--- src/rtl/sram_arb_pkg.sv ---
// Shared encodings for the SRAM arbiter: FSM states, requester ids and an ack decode helper.
package sram_arb_pkg;

  localparam logic [1:0] IDLE    = 2'd0;
  localparam logic [1:0] ACCESS  = 2'd1;
  localparam logic [1:0] RECOVER = 2'd2;

  typedef enum logic [1:0] {
    OWN_VID = 2'd0,
    OWN_CPU = 2'd1,
    OWN_DMA = 2'd2
  } owner_e;

  // Bit order {dma, cpu, vid}, matching the ack outputs.
  function automatic logic [2:0] owner_onehot(input owner_e owner);
    logic [2:0] onehot;
    onehot = 3'b000;
    unique case (owner)
      OWN_VID: onehot = 3'b001;
      OWN_CPU: onehot = 3'b010;
      OWN_DMA: onehot = 3'b100;
      default: onehot = 3'b000;
    endcase
    return onehot;
  endfunction

endpackage

--- src/rtl/sram_arb_pick.sv ---
// Combinational requester picker: video first, then CPU/DMA by round-robin bit.
// With SRAM_DMA_PORT_EN undefined the DMA request and rr bit are ignored.
module sram_arb_pick
  import sram_arb_pkg::*;
(
  input  logic   vid_req,
  input  logic   cpu_req,
  input  logic   dma_req,
  input  logic   rr,
  output logic   valid,
  output owner_e owner
);

  always_comb begin
    valid = 1'b1;
    owner = OWN_VID;
    if (vid_req) begin
      owner = OWN_VID;
`ifdef SRAM_DMA_PORT_EN
    end else if (cpu_req && dma_req) begin
      owner = rr ? OWN_DMA : OWN_CPU;
    end else if (cpu_req) begin
      owner = OWN_CPU;
    end else if (dma_req) begin
      owner = OWN_DMA;
`else
    end else if (cpu_req) begin
      owner = OWN_CPU;
`endif
    end else begin
      valid = 1'b0;
    end
  end

`ifndef SRAM_DMA_PORT_EN
  logic w_unused_pick;
  assign w_unused_pick = dma_req ^ rr;
`endif

endmodule

--- src/rtl/sram_arbiter.sv ---
// Sequences video/CPU/DMA accesses onto one asynchronous 8-bit SRAM bus (setup, strobe, recovery).
// Define SRAM_DMA_PORT_EN to enable the DMA port; otherwise only video and CPU are served.
module sram_arbiter
  import sram_arb_pkg::*;
#(
  parameter int unsigned AW            = 21,
  parameter int unsigned ACCESS_CYCLES = 2
) (
  input  logic          clk,
  input  logic          rst,
  input  logic          vid_req,
  input  logic          cpu_req,
  input  logic          dma_req,
  input  logic [AW-1:0] vid_addr,
  input  logic [AW-1:0] cpu_addr,
  input  logic [AW-1:0] dma_addr,
  input  logic          cpu_we,
  input  logic          dma_we,
  input  logic [7:0]    cpu_wdata,
  input  logic [7:0]    dma_wdata,
  output logic          vid_ack,
  output logic          cpu_ack,
  output logic          dma_ack,
  output logic [7:0]    rdata,
  output logic [AW-1:0] sram_addr,
  output logic [7:0]    sram_dout,
  output logic          sram_doe,
  input  logic [7:0]    sram_din,
  output logic          sram_we_n
);

  localparam logic [3:0] CNT_INIT = 4'(ACCESS_CYCLES - 1);

  logic [1:0]    r_state;
  logic [3:0]    r_cnt;
  owner_e        r_owner;
  logic          r_we;
  logic [2:0]    r_ack;
  logic [7:0]    r_rdata;
  logic [AW-1:0] r_addr;
  logic [7:0]    r_dout;
  logic          r_doe;
  logic          r_we_n;

  logic          w_rr;
  logic          w_valid;
  owner_e        w_owner;
  logic [AW-1:0] w_addr;
  logic          w_we;
  logic [7:0]    w_wdata;

  sram_arb_pick u_pick (
    .vid_req (vid_req),
    .cpu_req (cpu_req),
    .dma_req (dma_req),
    .rr      (w_rr),
    .valid   (w_valid),
    .owner   (w_owner)
  );

  // Video is read-only, so its write flag and data stay at zero.
  always_comb begin
    w_addr  = vid_addr;
    w_we    = 1'b0;
    w_wdata = 8'h00;
    unique case (w_owner)
      OWN_CPU: begin
        w_addr  = cpu_addr;
        w_we    = cpu_we;
        w_wdata = cpu_wdata;
      end
`ifdef SRAM_DMA_PORT_EN
      OWN_DMA: begin
        w_addr  = dma_addr;
        w_we    = dma_we;
        w_wdata = dma_wdata;
      end
`endif
      default: ;
    endcase
  end

  always_ff @(posedge clk or posedge rst) begin
    if (rst) begin
      r_state <= IDLE;
      r_cnt   <= 4'd0;
      r_owner <= OWN_VID;
      r_we    <= 1'b0;
      r_ack   <= 3'b000;
      r_rdata <= 8'h00;
      r_addr  <= '0;
      r_dout  <= 8'h00;
      r_doe   <= 1'b0;
      r_we_n  <= 1'b1;
    end else begin
      r_ack <= 3'b000;
      case (r_state)
        IDLE: begin
          if (w_valid) begin
            r_owner <= w_owner;
            r_addr  <= w_addr;
            r_we    <= w_we;
            if (w_we) begin
              r_dout <= w_wdata;
              r_doe  <= 1'b1;
              r_we_n <= 1'b0;
            end
            r_cnt   <= CNT_INIT;
            r_state <= ACCESS;
          end
        end
        ACCESS: begin
          if (r_cnt == 4'd0) begin
            if (!r_we) begin
              r_rdata <= sram_din;
            end
            r_we_n  <= 1'b1;
            r_ack   <= owner_onehot(r_owner);
            r_state <= RECOVER;
          end else begin
            r_cnt <= r_cnt - 4'd1;
          end
        end
        RECOVER: begin
          // Address and data stay put for one cycle of hold after the strobe rises.
          r_doe   <= 1'b0;
          r_state <= IDLE;
        end
        default: r_state <= IDLE;
      endcase
    end
  end

`ifdef SRAM_DMA_PORT_EN
  logic r_rr;

  // Point at the other port after every CPU or DMA grant.
  always_ff @(posedge clk or posedge rst) begin
    if (rst) begin
      r_rr <= 1'b0;
    end else if (r_state == IDLE && w_valid && w_owner != OWN_VID) begin
      r_rr <= (w_owner == OWN_CPU);
    end
  end

  assign w_rr    = r_rr;
  assign dma_ack = r_ack[2];
`else
  logic w_unused_dma;

  assign w_rr         = 1'b0;
  assign dma_ack      = 1'b0;
  assign w_unused_dma = ^{dma_addr, dma_we, dma_wdata, r_ack[2]};
`endif

  assign vid_ack   = r_ack[0];
  assign cpu_ack   = r_ack[1];
  assign rdata     = r_rdata;
  assign sram_addr = r_addr;
  assign sram_dout = r_dout;
  assign sram_doe  = r_doe;
  assign sram_we_n = r_we_n;

endmodule

--- config.mk ---
export PLATFORM = sky130hd
export DESIGN_NAME = sram_arbiter
export DESIGN_NICKNAME = d
export VERILOG_FILES = /design/src/rtl/sram_arb_pkg.sv /design/src/rtl/sram_arb_pick.sv /design/src/rtl/sram_arbiter.sv
export SDC_FILE = /design/constraint.sdc
export NUM_CORES = 1
export LEC_CHECK = 0
export ABC_AREA = 1
export CORE_AREA = 2 2 81 83
export DETAILED_ROUTE_END_ITERATION = 7
export DIE_AREA = 0 0 83 85
export GPL_TIMING_DRIVEN = 1
export HOLD_SLACK_MARGIN = 0.03
export PLACE_DENSITY = 0.88
export SETUP_SLACK_MARGIN = 0.15
export SLEW_MARGIN = 20
export SYNTH_ARGS = -nofsm -noshare
export SYNTH_HDL_FRONTEND = slang
export SYNTH_SLANG_ARGS = --single-unit
--- constraint.sdc ---
create_clock -name clk -period 1.7 [get_ports clk]
set_input_delay 0.255 -clock clk [delete_from_list [all_inputs] [get_ports clk]]
set_output_delay 0.255 -clock clk [all_outputs]
set_load 0.005 [all_outputs]
# After elaboration in Yosys (flattened, before gate mapping)
# Index checks and enable logic that the tools add are counted.
[op_classes]
n_eq_ne = 9
muxes = 23
n_shift = 0
n_div = 0
n_mul = 0
n_addsub = 1
reduce_logical = 12
bitwise_logic = 1
order_cmp = 0
[op_table]
columns = ["op", "n"]
rows = [
  ["$mux 21", 1],
  ["$reduce_and 3->1", 4],
  ["$mux 2", 5],
  ["$mux 1", 9],
  ["$mux 4", 2],
  ["$mux 8", 1],
  ["$pmux 4 s2", 1],
  ["$eq 2x1->1 const B", 3],
  ["$ne 2x2->1 const B", 3],
  ["$pmux 2 s3", 1],
  ["$eq 2x2->1 const B", 2],
  ["$logic_not 2->1", 2],
  ["$logic_not 4->1", 1],
  ["$pmux 1 s2", 2],
  ["$pmux 2 s2", 1],
  ["$reduce_and 2->1", 2],
  ["$reduce_and 4->1", 1],
  ["$reduce_bool 2->1", 2],
  ["$sub 4x1->4 const B", 1],
  ["$ne 2x1->1 const B", 1],
  ["$not 1->1", 1],
]
[totals]
register_bits = 50
mem_count = 0
latchBits = 0
mem_bits_rw = 0
romBits = 0

# Depth between registers and ports, before layout
[logic_depth]
ltp_word = 7
ltp_mapped = 7

# By module
# From an unflattened synthesis, not the netlist that was laid out.
[hier_totals]
cells_unflattened = 255
area_unflattened_um2 = 2213.4
[by_module_without_submodules]
columns = ["mod", "seq_area_each_um2", "cells_each", "instances", "area_each_um2"]
rows = [
  ["sram_arbiter", 1252.5, 249, 1, 2187.1],
  ["sram_arb_pick", 0.0, 6, 1, 26.3],
]

# Worst setup path before layout
# No wires, ideal clock.
[synth_path]
kind = "register to register"
from = "register r_cnt[0]"
to = "register r_cnt[0]"
stages_incl_launch_ff = 8
setup_time_ps = 129
arrival_time_ps = 1054
required_ps = 1571
synth_period_minus_slack_ps = 1183
setup_slack_ps = 517
path_buffers = 0
path_cell_list = "dfrtp_1 -> inv_1 -> ha_1 -> nand2_1 -> nand2_1 -> nand2_4 -> o21ai_0 -> o21ai_0"
[synth_via]
elab_chain_cells = 3
word_cells_on_any_way = 6
cone_classes = "add/sub: 1; eq/ne: 1; mux: 2; reduce/logical: 2"
[synth_lines]
columns = ["item", "line_no", "rtl"]
rows = [
  ["start: declaration", "sram_arbiter.sv:35", "logic [3:0] r_cnt;"],
  ["start signal: assignment", "sram_arbiter.sv:121", "r_cnt <= r_cnt - 4'd1;"],
  ["$sub 4x1->4 / $logic_not 4->1 (equally long branches)", "sram_arbiter.sv:121, sram_arbiter.sv:113", ""],
  ["$mux 4 / $ne 2x2->1 (equally long branches)", "n/a", ""],
  ["$pmux 4 s2 / $reduce_and 3->1 (equally long branches)", "n/a", ""],
]
# Several ways; a longest one is shown, not always the timed one. The select of a mux whose other input is x is not followed.
# A chain may end at the register's enable or synchronous reset.

# Final worst setup path
[layout_path]
from = "register r_rdata[1], in the netlist rdata[1]"
to = "output rdata[1]"
[layout_rtl]
columns = ["item", "line_no", "rtl"]
rows = [
  ["start: declaration", "sram_arbiter.sv:39", "logic [7:0] r_rdata;"],
  ["start signal: assignment", "sram_arbiter.sv:115", "r_rdata <= sram_din;"],
  ["end: declaration", "sram_arbiter.sv:24", "output logic [7:0] rdata,"],
]
# No word-level cell between the ends.

==> results.cfg <==
[detailed_routing]
routedWlPerCell_microns = 12.5
vias_per_cell = 4.67
drt-initial-drc-count = 31
via_count = 2048
drcViolationCount = 0
drtPass1Iterations = 4
postRouteAntennaNets = 0
routed_wirelength_mm = 5.48

[placed_design]
place_congestion = 0.777
dp.cells = 429
io_buffers = 103
place_area_sq_um = 3420
dp_hpwl_mm = 4.24

[global_route]
grt_pass1_vias = 2220
grt_pass1_wl_mm = 9.56
overflow = 0
antenna_found_initial = 0
grt_max_degree = 24
track_usage_pct = 16.4

[power]
power_leakage_nw = 1.57
power_density_nw_per_um2 = 1610
intPower_mw = 3.70
seq_power_share_pct = 36.2
p_switching_mw = 2.02
pwr-share-comb_pct = 49.3
power_frac_clock_pct = 14.6
netSwitchingFraction_pct = 35.3
vdd_drop_max_mv = 0.738

[synthesis]
synthCells = 246
yosysTopAreaCellShare_pct = 53.6
ys_ff_latch = 49
yosys_warnings = 0
synth.avg_cell_area_sq_um = 9.11
synthesis.nets = 342
syn_area_sq_um = 2240
yosysTopAreaCell = dfrtp_1
yosysSeqAreaShare_pct = 54.8
ys_types = 27
yosys-top-cells-area = dfrtp_1, nand2_1, a21oi_1, a21oi_2, nor2_1

[clock_tree]
cts_hold_repair.buffers = 0
cts_htree_levels = 2
clk_pin_slew_worst_paths_ns = 0.09
clock_latency_ns = 0.30
cts.sinks = 49
cts_root_buffer = clkbuf_8
ctsLongestPathBuffers = 2
cts_tree = done
numCtsBuffers = 5

[finish]
layout.nets = 457
stdcell_area_sq_um = 3550
area_growth_pct = 58.3
fillCellCount = 560
final_common_cell = clkdlybuf4s50_1
diodes = 0
utilization_pct = 57.2
final_cell_mix = clkdlybuf4s50_1, nand2_1, dfrtp_1, a21oi_1, nor2_1
fin_cells = 439
drive_gt1_share_pct = 16.9

[sta]
slew_violations = 0
fin_crit_ns = 1.45
rsz0062_at_grt = no
setup_violations = 0
tns_ns = 0
fmax_mhz = 688
hold_viol = 0
finalClockSkew_ns = 0.0111
layout_worst_path_cycle_share_pct = 85.5

[critical_path]
crit_path_cell_trace = clkdlybuf4s50_1
path_delay_family = buffers and inverters
start_kind = flip-flop
arrival_ns = 1.20
crit_path_max_fanout = 2
crit_slowest_cell = clkdlybuf4s50_1
cp_data_required_time_ns = 1.44
worstReg2RegStart = r_cnt[0]
reg2reg_slack_ns = 0.33
r2r_cells = 7
path_buf_inv = 1
critPathKind = reg2out
endpoint_kind = primary output
r2r_end = rdata[0]
critPathMaxStageDelay_ns = 0.52

[die]
num_rows = 29
die_area_sq_um = 7060
initial_core_util_pct = 36.1
die_h_microns = 85
core_area_sq_um = 6200
die_w_microns = 83
io_pins = 136

[run_status]
status = finished clean

[flow_run]
cap_viol_max_count = 0

[min_path]
min_path_type = in2async
logic make-up after synthesis:
family | after synthesis | synth area share (%)
adder cells (fa/ha/maj) | 2 | 1.12
AND/OR/NAND/NOR | 117 | 23.1
AO/OA/AOI/OAI | 51 | 13.9
flip-flops | 49 | 54.8
XOR/XNOR | 1 | 0.391
other | 1 | 0.167
buffers and inverters | 25 | 6.59
Yosys cell counts, drive strengths merged:
| library cell | count |
|---|---|
| nand2 | 73 |
| ha | 2 |
| buf | 11 |
| conb | 1 |
| dfstp | 1 |
| xor2 | 1 |
| a21oi | 44 |
| o21ai | 7 |
| nor2 | 33 |
| nand3 | 10 |
| nand4 | 1 |
| dfrtp | 48 |
| inv | 13 |
| clkinv | 1 |
layer usage:
layer / wire, microns / share of wire [%] / track usage (%)
met5: 0 / 0 / 0
met4: 65 / 1.2 / 6.56
met3: 349 / 6.4 / 4.47
met2: 2850 / 52 / 31.6
met1: 2210 / 40 / 16.8
final cells by class:
| class | instances | area, sq um | area share, % |
|---|---|---|---|
| Sequential cell | 49 | 1230 | 34.6 |
| Timing Repair Buffer | 119 | 1190 | 33.5 |
| Multi-Input combinational cell | 172 | 866 | 24.4 |
| Tap cell | 77 | 96.3 | 2.72 |
| Clock buffer | 5 | 68.8 | 1.94 |
| Inverter | 14 | 55.1 | 1.55 |
| Clock inverter | 3 | 46.3 | 1.31 |
state kept, by name, indices dropped and copies added (netlist names):
register / count
rdata: 8
sram_dout: 8
r_ack: 2
sram_doe: 1
r_we: 1
r_owner: 1
r_state: 2
sram_addr: 21
sram_we_n: 1
r_cnt: 4
worst max-delay path by stage:
stage               slack [ns]            end     startpoint  cells after the start
global route              0.18  sram_addr[11]  sram_addr[11]                      1
floorplan                 0.27       r_ack[0]            rst                      1
global placement          0.04  sram_addr[13]        cpu_req                      6
detailed placement        0.03   sram_addr[5]        cpu_req                      6
finish                    0.25       rdata[1]       rdata[1]                      1
CTS                       0.21       rdata[0]       r_cnt[0]                      7
power by group through the flow:
stage / Combinational, mW / Sequential [mW] / Clock [mW]
floorplan: 1.43 / 2.11 / 0
global placement: 2.74 / 2.07 / 0
detailed placement: 2.83 / 2.10 / 0
CTS: 2.83 / 2.07 / 0.870
global route: 3.12 / 2.14 / 0.899
finish: 2.82 / 2.07 / 0.836
through the flow:
step / total power [mW] / worst slack [ns] / hold slack, ns
after global routing: 6.17 / 0.183 / 0.231
after floorplan: 3.54 / 0.274 / 0.365
after detailed placement: 4.92 / 0.0317 / 0.462
after CTS: 5.78 / 0.212 / 0.215
final: 5.72 / 0.247 / 0.214
after global placement: 4.80 / 0.0398 / 0.451
repair_timing:
item	4_1_cts	5_1_grt
setup buffers	0	2
resized for setup	1	0
pin swaps	0	1
endpoints found under the setup margin	1	8
hold endpoints to repair	0	0
Note: power is estimated with default switching activity, not from simulation.
